### src/rtl/data_table_delete_pkg.sv
// rtl/data_table_delete_pkg.sv - hash table types shared by the delete engine and its buses
package data_table_delete_pkg;

  localparam int KEY_WIDTH        = 16;
  localparam int VALUE_WIDTH      = 16;
  localparam int BUCKET_WIDTH     = 8;
  localparam int TABLE_ADDR_WIDTH = 8;
  localparam int RAM_LATENCY      = 2;

  typedef struct packed {
    logic [KEY_WIDTH-1:0]   key;
    logic [VALUE_WIDTH-1:0] value;
  } ht_command_t;

  typedef struct packed {
    ht_command_t                 cmd;
    logic [BUCKET_WIDTH-1:0]     bucket;
    logic [TABLE_ADDR_WIDTH-1:0] head_ptr;
    logic                        head_ptr_val;
  } ht_pdata_t;

  typedef struct packed {
    ht_command_t             cmd;
    logic [BUCKET_WIDTH-1:0] bucket;
  } ht_locked_task_t;

  typedef struct packed {
    logic [KEY_WIDTH-1:0]        key;
    logic [VALUE_WIDTH-1:0]      value;
    logic [TABLE_ADDR_WIDTH-1:0] next_ptr;
    logic                        next_ptr_val;
  } ram_data_t;

  typedef enum logic [2:0] {
    SEARCH_FOUND,
    SEARCH_NOT_SUCCESS_NO_ENTRY,
    INSERT_SUCCESS,
    INSERT_SUCCESS_SAME_KEY,
    INSERT_NOT_SUCCESS_TABLE_IS_FULL,
    DELETE_SUCCESS,
    DELETE_NOT_SUCCESS_NO_ENTRY
  } ht_rescode_t;

  typedef enum logic [1:0] {
    NO_CHAIN,
    IN_HEAD,
    IN_MIDDLE,
    IN_TAIL
  } ht_chain_state_t;

  typedef struct packed {
    ht_command_t             cmd;
    ht_rescode_t             rescode;
    logic [BUCKET_WIDTH-1:0] bucket;
    logic [VALUE_WIDTH-1:0]  found_value;
    ht_chain_state_t         chain_state;
  } ht_result_t;

  // Predecessor keeps its own key/value but inherits the removed node's link.
  function automatic ram_data_t relink(input ram_data_t prev,
                                       input logic [TABLE_ADDR_WIDTH-1:0] next_ptr,
                                       input logic next_ptr_val);
    ram_data_t r;
    r              = prev;
    r.next_ptr     = next_ptr;
    r.next_ptr_val = next_ptr_val;
    return r;
  endfunction

endpackage

### src/rtl/data_table_delete_if.sv
// rtl/data_table_delete_if.sv - data RAM, head table and result buses
interface data_table_bus_if;
  import data_table_delete_pkg::*;
  logic                        rd_en;
  logic [TABLE_ADDR_WIDTH-1:0] rd_addr;
  ram_data_t                   rd_data;
  logic                        wr_en;
  logic [TABLE_ADDR_WIDTH-1:0] wr_addr;
  ram_data_t                   wr_data;

  modport master (output rd_en, rd_addr, wr_en, wr_addr, wr_data, input rd_data);
  modport slave  (input rd_en, rd_addr, wr_en, wr_addr, wr_data, output rd_data);
endinterface

interface head_table_bus_if;
  import data_table_delete_pkg::*;
  logic                        wr_en;
  logic [BUCKET_WIDTH-1:0]     wr_addr;
  logic [TABLE_ADDR_WIDTH-1:0] wr_data_ptr;
  logic                        wr_data_ptr_val;

  modport master (output wr_en, wr_addr, wr_data_ptr, wr_data_ptr_val);
  modport slave  (input wr_en, wr_addr, wr_data_ptr, wr_data_ptr_val);
endinterface

interface ht_res_bus_if;
  import data_table_delete_pkg::*;
  ht_result_t result;
  logic       valid;
  logic       ready;

  modport master (output result, valid, input ready);
  modport slave  (input result, valid, output ready);
endinterface

### src/rtl/data_table_delete_rd_data_val.sv
// rtl/data_table_delete_rd_data_val.sv - delays a read strobe by the RAM read latency
module rd_data_val_helper #(
  parameter int RAM_LATENCY = 2
) (
  input  logic clk_i,
  input  logic rst_i,
  input  logic rd_en_i,
  output logic rd_data_val_o
);

  logic [RAM_LATENCY-1:0] pipe_q;

  generate
    if (RAM_LATENCY == 1) begin : g_single
      always_ff @(posedge clk_i or posedge rst_i) begin
        if (rst_i) pipe_q <= '0;
        else       pipe_q <= rd_en_i;
      end
    end else begin : g_shift
      always_ff @(posedge clk_i or posedge rst_i) begin
        if (rst_i) pipe_q <= '0;
        else       pipe_q <= {pipe_q[RAM_LATENCY-2:0], rd_en_i};
      end
    end
  endgenerate

  assign rd_data_val_o = pipe_q[RAM_LATENCY-1];

endmodule

### src/rtl/data_table_delete.sv
// rtl/data_table_delete.sv - walks a bucket chain, unlinks the node holding the key and frees it
module data_table_delete
  import data_table_delete_pkg::*;
#(
  parameter int RAM_LATENCY = 2,
  parameter int A_WIDTH     = TABLE_ADDR_WIDTH
) (
  input  logic                   clk_i,
  input  logic                   rst_i,
  input  ht_pdata_t              task_i,
  input  logic                   task_valid_i,
  output logic                   task_ready_o,
  data_table_bus_if.master       data_table_if,
  output logic [A_WIDTH-1:0]     empty_addr_o,
  output logic                   empty_addr_add_o,
  head_table_bus_if.master       head_table_if,
  ht_res_bus_if.master           ht_res_if
);

  typedef enum logic [2:0] {
    IDLE_S,
    READ_HEAD_S,
    GO_ON_CHAIN_S,
    UPD_HEAD_S,
    UPD_PREV_S,
    NO_ENTRY_S
  } state_t;

  state_t                    state_q, state_d;
  logic                      first_q, first_d;
  ht_locked_task_t           task_locked_q, task_locked_d;
  logic [A_WIDTH-1:0]        rd_addr_q, rd_addr_d;
  logic [A_WIDTH-1:0]        prev_addr_q, prev_addr_d;
  ram_data_t                 prev_data_q, prev_data_d;
  logic [VALUE_WIDTH-1:0]    match_value_q, match_value_d;
  logic [A_WIDTH-1:0]        match_ptr_q, match_ptr_d;
  logic                      match_ptr_val_q, match_ptr_val_d;
  logic                      rd_data_val;
  logic                      key_match;
  ram_data_t                 rd_data;

  rd_data_val_helper #(.RAM_LATENCY(RAM_LATENCY)) u_rd_data_val (
    .clk_i         (clk_i),
    .rst_i         (rst_i),
    .rd_en_i       (data_table_if.rd_en),
    .rd_data_val_o (rd_data_val)
  );

  assign rd_data   = data_table_if.rd_data;
  assign key_match = (rd_data.key == task_locked_q.cmd.key);

  always_ff @(posedge clk_i or posedge rst_i) begin
    if (rst_i) begin
      state_q         <= IDLE_S;
      first_q         <= 1'b0;
      task_locked_q   <= '0;
      rd_addr_q       <= '0;
      prev_addr_q     <= '0;
      prev_data_q     <= '0;
      match_value_q   <= '0;
      match_ptr_q     <= '0;
      match_ptr_val_q <= 1'b0;
    end else begin
      state_q         <= state_d;
      first_q         <= first_d;
      task_locked_q   <= task_locked_d;
      rd_addr_q       <= rd_addr_d;
      prev_addr_q     <= prev_addr_d;
      prev_data_q     <= prev_data_d;
      match_value_q   <= match_value_d;
      match_ptr_q     <= match_ptr_d;
      match_ptr_val_q <= match_ptr_val_d;
    end
  end

  // first_d marks the first cycle of a state; strobes are gated by it so a
  // stalled result never repeats a write or free.
  always_comb begin
    state_d         = state_q;
    first_d         = 1'b0;
    task_locked_d   = task_locked_q;
    rd_addr_d       = rd_addr_q;
    prev_addr_d     = prev_addr_q;
    prev_data_d     = prev_data_q;
    match_value_d   = match_value_q;
    match_ptr_d     = match_ptr_q;
    match_ptr_val_d = match_ptr_val_q;
    unique case (state_q)
      IDLE_S: begin
        if (task_valid_i) begin
          task_locked_d.cmd    = task_i.cmd;
          task_locked_d.bucket = task_i.bucket;
          rd_addr_d            = task_i.head_ptr;
          first_d              = 1'b1;
          state_d              = task_i.head_ptr_val ? READ_HEAD_S : NO_ENTRY_S;
        end
      end
      READ_HEAD_S, GO_ON_CHAIN_S: begin
        if (rd_data_val) begin
          first_d = 1'b1;
          if (key_match) begin
            match_value_d   = rd_data.value;
            match_ptr_d     = rd_data.next_ptr;
            match_ptr_val_d = rd_data.next_ptr_val;
            state_d         = (state_q == READ_HEAD_S) ? UPD_HEAD_S : UPD_PREV_S;
          end else if (!rd_data.next_ptr_val) begin
            state_d = NO_ENTRY_S;
          end else begin
            prev_addr_d = rd_addr_q;
            prev_data_d = rd_data;
            rd_addr_d   = rd_data.next_ptr;
            state_d     = GO_ON_CHAIN_S;
          end
        end
      end
      UPD_HEAD_S, UPD_PREV_S, NO_ENTRY_S: begin
        if (ht_res_if.ready) state_d = IDLE_S;
      end
      default: state_d = IDLE_S;
    endcase
  end

  assign task_ready_o = (state_q == IDLE_S);

  assign data_table_if.rd_en   = first_q && (state_q == READ_HEAD_S || state_q == GO_ON_CHAIN_S);
  assign data_table_if.rd_addr = rd_addr_q;
  assign data_table_if.wr_en   = first_q && (state_q == UPD_PREV_S);
  assign data_table_if.wr_addr = prev_addr_q;
  assign data_table_if.wr_data = relink(prev_data_q, match_ptr_q, match_ptr_val_q);

  assign head_table_if.wr_en           = first_q && (state_q == UPD_HEAD_S);
  assign head_table_if.wr_addr         = task_locked_q.bucket;
  assign head_table_if.wr_data_ptr     = match_ptr_q;
  assign head_table_if.wr_data_ptr_val = match_ptr_val_q;

  assign empty_addr_o     = rd_addr_q;
  assign empty_addr_add_o = first_q && (state_q == UPD_HEAD_S || state_q == UPD_PREV_S);

  assign ht_res_if.valid = (state_q == UPD_HEAD_S) || (state_q == UPD_PREV_S) ||
                           (state_q == NO_ENTRY_S);

  always_comb begin
    ht_res_if.result        = '0;
    ht_res_if.result.cmd    = task_locked_q.cmd;
    ht_res_if.result.bucket = task_locked_q.bucket;
    unique case (state_q)
      UPD_HEAD_S: begin
        ht_res_if.result.rescode     = DELETE_SUCCESS;
        ht_res_if.result.found_value = match_value_q;
        ht_res_if.result.chain_state = IN_HEAD;
      end
      UPD_PREV_S: begin
        ht_res_if.result.rescode     = DELETE_SUCCESS;
        ht_res_if.result.found_value = match_value_q;
        ht_res_if.result.chain_state = match_ptr_val_q ? IN_MIDDLE : IN_TAIL;
      end
      NO_ENTRY_S: begin
        ht_res_if.result.rescode     = DELETE_NOT_SUCCESS_NO_ENTRY;
        ht_res_if.result.chain_state = NO_CHAIN;
      end
      default: ;
    endcase
  end

endmodule

### src/flat_wrapper.sv
// flat-port wrapper written by rule: the top's interface ports become plain ports
module data_table_delete_flat import data_table_delete_pkg::*;
#(
  parameter int RAM_LATENCY = 2,
  parameter int A_WIDTH     = TABLE_ADDR_WIDTH
)
  (clk_i, rst_i, task_i, task_valid_i, task_ready_o, empty_addr_o, empty_addr_add_o, data_table_if_rd_en, data_table_if_rd_addr, data_table_if_wr_en, data_table_if_wr_addr, data_table_if_wr_data, data_table_if_rd_data, head_table_if_wr_en, head_table_if_wr_addr, head_table_if_wr_data_ptr, head_table_if_wr_data_ptr_val, ht_res_if_result, ht_res_if_valid, ht_res_if_ready);
  data_table_bus_if data_table_if_i ();
  head_table_bus_if head_table_if_i ();
  ht_res_bus_if ht_res_if_i ();
  input  logic clk_i;
  input  logic rst_i;
  input  ht_pdata_t task_i;
  input  logic task_valid_i;
  output logic task_ready_o;
  output logic [A_WIDTH-1:0] empty_addr_o;
  output logic empty_addr_add_o;
  output wire logic [$bits(data_table_if_i.rd_en)-1:0] data_table_if_rd_en;
  output wire logic [$bits(data_table_if_i.rd_addr)-1:0] data_table_if_rd_addr;
  output wire logic [$bits(data_table_if_i.wr_en)-1:0] data_table_if_wr_en;
  output wire logic [$bits(data_table_if_i.wr_addr)-1:0] data_table_if_wr_addr;
  output wire logic [$bits(data_table_if_i.wr_data)-1:0] data_table_if_wr_data;
  input wire logic [$bits(data_table_if_i.rd_data)-1:0] data_table_if_rd_data;
  output wire logic [$bits(head_table_if_i.wr_en)-1:0] head_table_if_wr_en;
  output wire logic [$bits(head_table_if_i.wr_addr)-1:0] head_table_if_wr_addr;
  output wire logic [$bits(head_table_if_i.wr_data_ptr)-1:0] head_table_if_wr_data_ptr;
  output wire logic [$bits(head_table_if_i.wr_data_ptr_val)-1:0] head_table_if_wr_data_ptr_val;
  output wire logic [$bits(ht_res_if_i.result)-1:0] ht_res_if_result;
  output wire logic [$bits(ht_res_if_i.valid)-1:0] ht_res_if_valid;
  input wire logic [$bits(ht_res_if_i.ready)-1:0] ht_res_if_ready;
  assign data_table_if_rd_en = data_table_if_i.rd_en;
  assign data_table_if_rd_addr = data_table_if_i.rd_addr;
  assign data_table_if_wr_en = data_table_if_i.wr_en;
  assign data_table_if_wr_addr = data_table_if_i.wr_addr;
  assign data_table_if_wr_data = data_table_if_i.wr_data;
  assign data_table_if_i.rd_data = data_table_if_rd_data;
  assign head_table_if_wr_en = head_table_if_i.wr_en;
  assign head_table_if_wr_addr = head_table_if_i.wr_addr;
  assign head_table_if_wr_data_ptr = head_table_if_i.wr_data_ptr;
  assign head_table_if_wr_data_ptr_val = head_table_if_i.wr_data_ptr_val;
  assign ht_res_if_result = ht_res_if_i.result;
  assign ht_res_if_valid = ht_res_if_i.valid;
  assign ht_res_if_i.ready = ht_res_if_ready;
  data_table_delete #(.RAM_LATENCY(RAM_LATENCY), .A_WIDTH(A_WIDTH)) u_core (.clk_i(clk_i), .rst_i(rst_i), .task_i(task_i), .task_valid_i(task_valid_i), .task_ready_o(task_ready_o), .data_table_if(data_table_if_i), .empty_addr_o(empty_addr_o), .empty_addr_add_o(empty_addr_add_o), .head_table_if(head_table_if_i), .ht_res_if(ht_res_if_i));
endmodule
### config.mk
export PLATFORM = sky130hd
export DESIGN_NAME = data_table_delete_flat
export DESIGN_NICKNAME = d
export VERILOG_FILES = /design/src/rtl/data_table_delete_pkg.sv /design/src/rtl/data_table_delete_if.sv /design/src/rtl/data_table_delete_rd_data_val.sv /design/src/rtl/data_table_delete.sv /design/src/flat_wrapper.sv
export SDC_FILE = /design/constraint.sdc
export NUM_CORES = 1
export LEC_CHECK = 0
export CAP_MARGIN = 25
export CORE_MARGIN = 2
export CORE_UTILIZATION = 45
export CTS_CLUSTER_DIAMETER = 120
export DETAILED_ROUTE_END_ITERATION = 16
export PLACE_DENSITY = 0.87
export SLEW_MARGIN = 5
export SYNTH_ARGS = -nofsm -noshare
export SYNTH_HDL_FRONTEND = slang
export SYNTH_HIERARCHICAL = 1
export SYNTH_SLANG_ARGS = --single-unit
### constraint.sdc
create_clock -name clk_i -period 8.7 [get_ports clk_i]
set_input_delay 0.87 -clock clk_i [delete_from_list [all_inputs] [get_ports clk_i]]
set_output_delay 0.87 -clock clk_i [all_outputs]
set_load 0.005 [all_outputs]
* Word-level counts from Yosys, hierarchy flattened
Cells that the tools add are included.
Storage, ports and cells: register bits after elaboration 119, bits of input ports 94
Operators by class: equal/unequal tests 11, mux-type cells 20, bitwise logic cells 1, reductions and logical operators 17
Operators by type and width (count):
- 8-bit 2-to-1 mux | 4
- 3-bit 2-to-1 mux | 7
- 16-bit equality test | 1
- 16-bit 2-to-1 mux | 1
- 8-bit one-hot mux with 2 select lines | 1
- 2-bit inequality test (second input constant) | 5
- 3-bit one-hot mux with 3 select lines | 1
- 3-bit by 2-bit equality test with 1-bit output (second input constant) | 2
- 3-bit equality test (second input constant) | 2
- 3-bit one-hot mux with 2 select lines | 1
- 3-bit AND reduction | 2
- 5-bit AND reduction | 1
- 1-bit logical AND | 4
- 2-bit one-hot mux with 2 select lines | 1
- 4-bit AND reduction | 1
- 2-bit OR reduction | 2
- 3-bit by 1-bit equality test with 1-bit output (second input constant) | 1
- 3-bit logical NOT | 1
- 1-bit logical OR | 3
- 1-bit 2-to-1 mux | 3
- 3-bit OR reduction | 1
- 1-bit one-hot mux with 2 select lines | 1
- 2-bit AND reduction | 1
- 2-bit nonzero test | 1
- 1-bit NOT | 1

* Longest topological paths before layout
Gate-level depths: netlist (run 1).
depth after elaboration 5, gate-level depth with buffers 8, gate-level depth less buffers 5

* Hierarchy
Netlist (run 1), hierarchy kept.
By module, submodules not included:
- data_table_delete | instances 1, cells each 360, area each 5139.9 um2, sequential area each 2927.8 um2
- rd_data_val_helper | instances 1, cells each 3, area each 53.8 um2, sequential area each 50.0 um2

* Worst setup path after synthesis (run 1)
OpenSTA, ideal clock, no wires.
kind in2reg, from in data_table_if_rd_data[34], to reg u_core.prev_data_q, in the netlist u_core/data_table_if.wr_data[10], library setup time 0.125 ns, data arrival time 2.401 ns, data required time 8.575 ns, slack 6.174 ns, stages 8, cells stage by stage xor2_1 nor4_1 nand4_1 and4_1 clkbuf_2 buf_6 buf_8 mux2_4
Between the ends: word-level cells in the longest chain between the ends 3
Ends and longest elaborated chain:
- start, declared | RTL line flat_wrapper.sv:23 | input wire logic [$bits(data_table_if_i.rd_data)-1:0] data_table_if_rd_data;
- 16-bit equality test | RTL line data_table_delete.sv:50 | assign key_match = (rd_data.key == task_locked_q.cmd.key);
- 1-bit NOT (no source line)
- 4-bit AND reduction (no source line)
- end signal, assigned | RTL line data_table_delete.sv:69 | prev_data_q <= prev_data_d;
- end, declared | RTL line data_table_delete.sv:34 | ram_data_t prev_data_q, prev_data_d;
Every way passes these cells. A chain may end at the register's enable or synchronous reset.

* Worst setup path in the final report (run 1)
from reg u_core.state_q[2], to out ht_res_if_result[15]
Between the ends: word-level cells in the longest chain between the ends 3, elaborated cells between the ends (all ways) 4
Ends and longest elaborated chain:
- start, declared | RTL line data_table_delete.sv:29 | state_t state_q, state_d;
- start signal, assigned | RTL line data_table_delete.sv:64 | state_q <= state_d;
- 3-bit by 2-bit equality test with 1-bit output / 3-bit equality test (equally long branches) | RTL line data_table_delete.sv:146 | unique case (state_q)
- 2-bit OR reduction (no source line) *
- 16-bit 2-to-1 mux * | RTL line data_table_delete.sv:146
- end, declared | RTL line flat_wrapper.sv:28 | output wire logic [$bits(ht_res_if_i.result)-1:0] ht_res_if_result;
Every way passes the cells marked *; elsewhere a longest branch is shown, timed or not.

==> impl_metrics.py, run 1 <==
metrics = {
    "global_routing": {
        "grt_usage": 0.213,
        "grt_pass1_wl_mm": 21.0,
        "grt_max_degree": 54,
        "grt_pass1_vias": 4019,
        "grt_overflow_total": 0,
        "antenna_found_initial": 0,
    },
    "floorplan": {
        "start_util": 0.459,
        "rows": 39,
        "die_area_um2": 12400,
        "ios": 243,
        "die_h_um": 111,
        "die_w_um": 111,
        "core_area_um2": 11300,
    },
    "yosys": {
        "syn_avg_cell_area_um2": 14.3,
        "ys_warn_count": 6,
        "yosysTopAreaCell": "dfrtp_1",
        "synth_cell_types": 34,
        "synth.area.top_cells": "dfrtp_1, mux2_2, buf_4",
        "synthArstFlopShare": 1.00,
        "ys_ff_latch": 119,
        "synthFlopType": "dfrtp_1",
        "netlist.area_leader.share": 0.573,
        "synth_edf_count": 0,
        "netlist_area_um2": 5190,
        "seq_area_frac_synth": 0.573,
        "synth_fp_nets": 457,
        "synthesis.instances": 363,
    },
    "detailed_routing": {
        "ant_nets": 0,
        "drt_first_pass_iters": 4,
        "vias": 3652,
        "viasPerCell": 4.93,
        "routed_wl_mm": 12.8,
        "drt_iter0_drc": 126,
        "drc_errors": 0,
        "wire_per_inst_um": 17.3,
    },
    "clocking": {
        "clk_pin_slew_worst_paths_ns": 0.05,
        "cts_buffers": 17,
        "cts_setup_buffers": 0,
        "clk_latency_ns": 0.40,
        "h-tree-depth": 4,
        "clock-root-buffer": "clkbuf_16",
        "tritoncts": "yes",
        "clk_path_buf_depth": 2,
        "cts-resized-gates": 0,
        "cts.sinks": 119,
        "postCtsHoldBufs": 0,
    },
    "worst_setup_path": {
        "reg2reg_from": "u_core/ht_res_if.result[45]",
        "crit_path_end_kind": "primary output",
        "critical_path_class": "flop to primary output",
        "cp-endpoint": "ht_res_if_result[15]",
        "reg2reg_depth": 6,
        "r2r-end": "u_core/data_table_if.rd_addr[6]",
        "startpoint": "u_core/state_q[2]",
        "slowest_stage": "dfrtp_1",
        "required_ns": 7.83,
        "start_kind": "flop",
        "crit_chain": "nor2b_1 -> nand2_1 -> nand2_1 -> and2_1 -> clkdlybuf4s50_1",
        "crit_fanout": 17,
        "rrSetupSlack_ns": 5.98,
        "worstPathArrival_ns": 2.50,
        "max_stage_delay_ns": 0.51,
        "crit_top_cell": "nand2_1",
    },
    "final_layout": {
        "antenna_cells": 0,
        "n_fill_cell": 772,
        "drive_above_1_share": 0.269,
        "mostFrequentLayoutCell": "clkdlybuf4s50_1",
        "final_cell_mix": "clkdlybuf4s50_1, dfrtp_1, mux2_2, and2_1, clkbuf_16",
        "multi_input_area_um2": 1910,
        "ff_latch_area_um2": 2980,
        "syn2layout_area_growth_pct": 56.4,
        "final_nets": 680,
        "final_cells": 741,
    },
    "place": {
        "port_buffers": 242,
        "gp_congestion": 0.772,
        "dp.cells": 710,
        "hpwlAfterDp_mm": 9.62,
    },
    "power": {
        "vdd_drop_max_uv": 180,
        "p_leak_nw": 3.49,
        "power.density_nw_per_um2": 325,
    },
    "timing": {
        "setup_violations": 0,
        "max_freq_mhz": 297,
        "hold_violations": 0,
        "worstMarginPinSlew_ns": 0.696,
        "tns_ns": 0,
        "relSlewSlack": 0.536,
        "rsz0062_at_grt": "no",
        "timing.final.crit_share": 0.387,
        "post-route-min-period_ns": 3.37,
        "final_max_slew_viol_count": 0,
        "skew_ns": 0.00871,
    },
    "worst_hold_path": {
        "min_path_type": "flop to flop",
        "hold_depth": 0,
    },
    "outcome": {
        "outcome": "complete, no violations",
    },
    "run": {
        "drv_cap": 0,
    },
}
## critical path: cells and delay by family (launching register included)
family,cells,cell delay [ns]
and+or+nand+nor,4,1.07
buffers and inverters,1,0.51
DFF,1,0.51
## worst min-delay path by stage
stage	startpoint	end	slack [ns]
after global routing	u_core/u_rd_data_val/pipe_q[0]	u_core/u_rd_data_val/pipe_q[1]	0.37
final	u_core/u_rd_data_val/pipe_q[0]	u_core/u_rd_data_val/pipe_q[1]	0.35
after global placement	u_core/u_rd_data_val/pipe_q[0]	u_core/u_rd_data_val/pipe_q[1]	0.34
after detailed placement	u_core/u_rd_data_val/pipe_q[0]	u_core/u_rd_data_val/pipe_q[1]	0.34
after CTS	u_core/u_rd_data_val/pipe_q[0]	u_core/u_rd_data_val/pipe_q[1]	0.36
after floorplan	u_core/u_rd_data_val/pipe_q[0]	u_core/u_rd_data_val/pipe_q[1]	0.33
## cell families (layout without fill, tap and decap cells)
logic type / after synthesis / after routing / synth area share
mux: 123 / 123 / 0.273
flops: 119 / 119 / 0.573
buf+inv: 48 / 283 / 0.0600
simple gates: 45 / 45 / 0.0504
xor+xnor: 17 / 17 / 0.0287
compound gates: 11 / 11 / 0.0145
## Yosys cell counts (all sizes together), types with 4 or more instances
library cell,number
xor2,16
mux2,123
dfrtp,119
and2,18
nor3,4
inv,5
nor4,4
buf,39
clkbuf,4
nand2,7
## flip-flops by register name (all words and copies together) (netlist names)
signal and flops:
u_core/data_table_if.rd_addr 8, u_core/data_table_if.wr_addr 8, u_core/data_table_if.wr_data 32, u_core/first_q 1
u_core/head_table_if.wr_addr 8, u_core/head_table_if.wr_data_ptr 8, u_core/head_table_if.wr_data_ptr_val 1, u_core/ht_res_if.result 32
u_core/match_value_q 16, u_core/state_q 3, u_core/u_rd_data_val/pipe_q 2
## layer usage
layer,global-route usage,share of wire,wire (µm),vias to the layer above
met2,0.373,0.51,6570,156
met5,0,0,0,-
met1,0.255,0.40,5150,1804
met3,0.0599,0.071,912,16
met4,0.0683,0.014,180,0
li1,-,-,-,1676
## layout make-up
class,count,area share
clock buffers,22,0.0559
repair buffers,247,0.305
well taps,143,0.0220
clock inverters,9,0.0126
flip-flops and latches,119,0.366
multi-input cells,196,0.235
inverters,5,0.00262
## report_power, final
| group | total, mW | internal (mW) | switching [mW] |
|---|---|---|---|
| clock | 0.654 | 0.424 | 0.229 |
| sequential | 0.928 | 0.771 | 0.157 |
| combinational | 1.06 | 0.730 | 0.327 |
## through the flow
step / area [µm²] / util / hold WS, ns / total power, mW / worst slack, ns
2_1_floorplan: 5190 / - / 0.331 / 1.39 / 4.73
3_3_place_gp: 7540 / 0.666 / 0.342 / 1.97 / 5.12
3_5_place_dp: 7570 / 0.669 / 0.338 / 2.00 / 5.04
4_1_cts: 8130 / 0.718 / 0.359 / 2.67 / 5.30
5_1_grt: 8130 / 0.718 / 0.373 / 2.79 / 5.13
6_report: 8130 / 0.718 / 0.352 / 2.64 / 5.33
Power figures use the tool's default switching activity.
==> run 2: changes to the inputs <==
--- a/config.mk
+++ b/config.mk
@@ -7,10 +7,10 @@
 export LEC_CHECK = 0
 export CAP_MARGIN = 25
 export CORE_MARGIN = 2
-export CORE_UTILIZATION = 45
+export CORE_UTILIZATION = 37
 export CTS_CLUSTER_DIAMETER = 120
 export DETAILED_ROUTE_END_ITERATION = 16
-export PLACE_DENSITY = 0.87
+export PLACE_DENSITY = 0.76
 export SLEW_MARGIN = 5
 export SYNTH_ARGS = -nofsm -noshare
 export SYNTH_HDL_FRONTEND = slang
==> constraint.sdc (replaced) <==
create_clock -name clk_i -period 3 [get_ports clk_i]
set_input_delay 0.3 -clock clk_i [delete_from_list [all_inputs] [get_ports clk_i]]
set_output_delay 0.3 -clock clk_i [all_outputs]
set_load 0.005 [all_outputs]
==> impl_metrics.py, run 2 (synthesis gave the netlist of run 1 again) <==
metrics = {
    "timing": {
        "setup_ws_ns": 0.240,
        "hold_ws_ns": 0.124,
        "final_max_slew_viol_count": 0,
        "max_freq_mhz": 362,
        "relSlewSlack": 0.608,
        "post-route-min-period_ns": 2.76,
        "timing.final.crit_share": 0.920,
        "setup_violations": 0,
        "rsz0062_at_grt": "no",
        "tns_ns": 0,
        "hold_violations": 0,
        "skew_ns": 0.00414,
        "worstMarginPinSlew_ns": 0.587,
    },
    "global_routing": {
        "grt_pass1_wl_mm": 20.4,
        "grt_usage": 0.180,
        "antenna_found_initial": 0,
        "grt_overflow_total": 0,
        "met1_usage": 0.204,
        "grt.busiest_layer": "met2",
        "use_met2": 0.302,
        "gr-usage-met3": 0.0609,
        "grt_max_degree": 52,
        "grt_pass1_vias": 3932,
    },
    "worst_setup_path": {
        "reg2reg_depth": 6,
        "start_kind": "flop",
        "crit_chain": "nor2b_1 -> nand2_1 -> nand2_2 -> and2_1 -> clkdlybuf4s50_1",
        "required_ns": 2.70,
        "slowest_stage": "dfrtp_1",
        "critical_path_class": "flop to primary output",
        "cp.buffers_inverters": 1,
        "worstPathArrival_ns": 2.46,
        "crit_family": "simple AND/OR/NAND/NOR gates",
        "rrSetupSlack_ns": 0.64,
        "crit_fanout": 17,
        "r2r-end": "u_core/data_table_if.wr_data[28]",
        "max_stage_delay_ns": 0.53,
        "reg2reg_from": "u_core/ht_res_if.result[50]",
        "crit_path_end_kind": "primary output",
    },
    "final_layout": {
        "syn2layout_area_growth_pct": 59.6,
        "antenna_cells": 0,
        "design_area_um2": 8290,
        "drive_above_1_share": 0.282,
        "final_nets": 684,
        "multi_input_area_um2": 1910,
        "ff_latch_area_um2": 2980,
        "mostFrequentLayoutCell": "clkdlybuf4s50_1",
        "final_cell_mix": "clkdlybuf4s50_1, dfrtp_1, mux2_2, and2_1, clkbuf_16",
        "n_fill_cell": 1111,
    },
    "floorplan": {
        "die_area_um2": 15000,
        "die_w_um": 122,
        "start_util": 0.377,
        "die_h_um": 122,
        "core_area_um2": 13800,
        "ios": 243,
        "rows": 43,
    },
    "clocking": {
        "cts-resized-gates": 0,
        "cts_buffers": 17,
        "cts.sinks": 119,
        "postCtsHoldBufs": 0,
        "cts_setup_buffers": 0,
        "clk_pin_slew_worst_paths_ns": 0.05,
        "clock-root-buffer": "clkbuf_16",
        "clk_latency_ns": 0.40,
        "h-tree-depth": 4,
        "clk_path_buf_depth": 2,
        "tritoncts": "yes",
    },
    "outcome": {
        "outcome": "complete, no violations",
    },
    "run": {
        "drv_cap": 0,
    },
    "place": {
        "gp_congestion": 0.795,
        "placed_area_um2": 7680,
        "hpwlAfterDp_mm": 9.74,
        "port_buffers": 242,
        "place_ws_ns": 0.251,
    },
    "detailed_routing": {
        "ant_nets": 0,
        "routed_wl_mm": 13.2,
        "drt_first_pass_iters": 4,
        "viasPerCell": 4.75,
        "drc_errors": 0,
        "drt_iter0_drc": 79,
        "vias": 3722,
        "wire_per_inst_um": 16.8,
    },
    "power": {
        "total_power_mw": 7.89,
        "p_leak_nw": 3.53,
        "power.density_nw_per_um2": 951,
        "vdd_drop_max_uv": 539,
    },
    "worst_hold_path": {
        "min_path_type": "input port to async pin",
    },
}
==> run 2: cell count changes in the layout (fill, tap and decap cells not counted), moves of 2 or more <==
| cell | before | now |
|---|---|---|
| buf_12 | 0 | 4 |
| clkbuf_1 | 4 | 1 |
| clkinvlp_4 | 3 | 6 |
| bufinv_16 | 2 | 4 |
==> run 2: area by class of cell <==
| class | instances | share of cell area |
|---|---|---|
| repair buffers | 251 | 0.306 |
| flip-flops and latches | 119 | 0.359 |
| well taps | 180 | 0.0272 |
| clock buffers | 18 | 0.0518 |
| clock inverters | 14 | 0.0220 |
| inverters | 5 | 0.00272 |
| multi-input cells | 196 | 0.231 |
==> run 2: metrics by stage <==
stage,cells,util
after floorplan,363,-
after detailed placement,751,0.557
final,783,0.602
after CTS,783,0.602
after global routing,783,0.602
after global placement,751,0.557
==> run 2: worst max path at each step <==
stage                                      startpoint                          endpoint  slack (ns)  depth (start not counted)
after global routing                u_core/state_q[2]              ht_res_if_result[16]        0.07                          5
after global placement      data_table_if_rd_data[30]  u_core/data_table_if.wr_data[33]        0.26                          7
after floorplan           u_core/ht_res_if.result[54]  u_core/data_table_if.wr_data[10]        0.95                          8
after CTS                           u_core/state_q[2]              ht_res_if_result[12]        0.08                          5
final                               u_core/state_q[2]              ht_res_if_result[12]        0.24                          5
after detailed placement    data_table_if_rd_data[30]  u_core/data_table_if.wr_data[35]        0.25                          7
==> run 2: worst reg2reg max path: cells and delay by family (launching register included) <==
family / cells / cell delay (ns)
buffers and inverters: 1 / 0.24
multiplexers: 1 / 0.31
flip-flops: 1 / 0.40
AND/OR/NAND/NOR: 3 / 1.15
XOR/XNOR: 1 / 0.15
==> run 2: where the power goes <==
| part | total (mW) | switching, mW | internal [mW] |
|---|---|---|---|
| clock network | 2.09 | 0.706 | 1.38 |
| logic | 3.11 | 0.964 | 2.14 |
| registers | 2.69 | 0.458 | 2.24 |
==> run 2: per-layer routing <==
metal | part of all wire | vias up | routed length [µm]
met5 | 0 | - | 0
met1 | 0.39 | 1832 | 5090
li1 | - | 1687 | -
met4 | 0.030 | 0 | 400
met2 | 0.50 | 176 | 6580
met3 | 0.083 | 27 | 1090
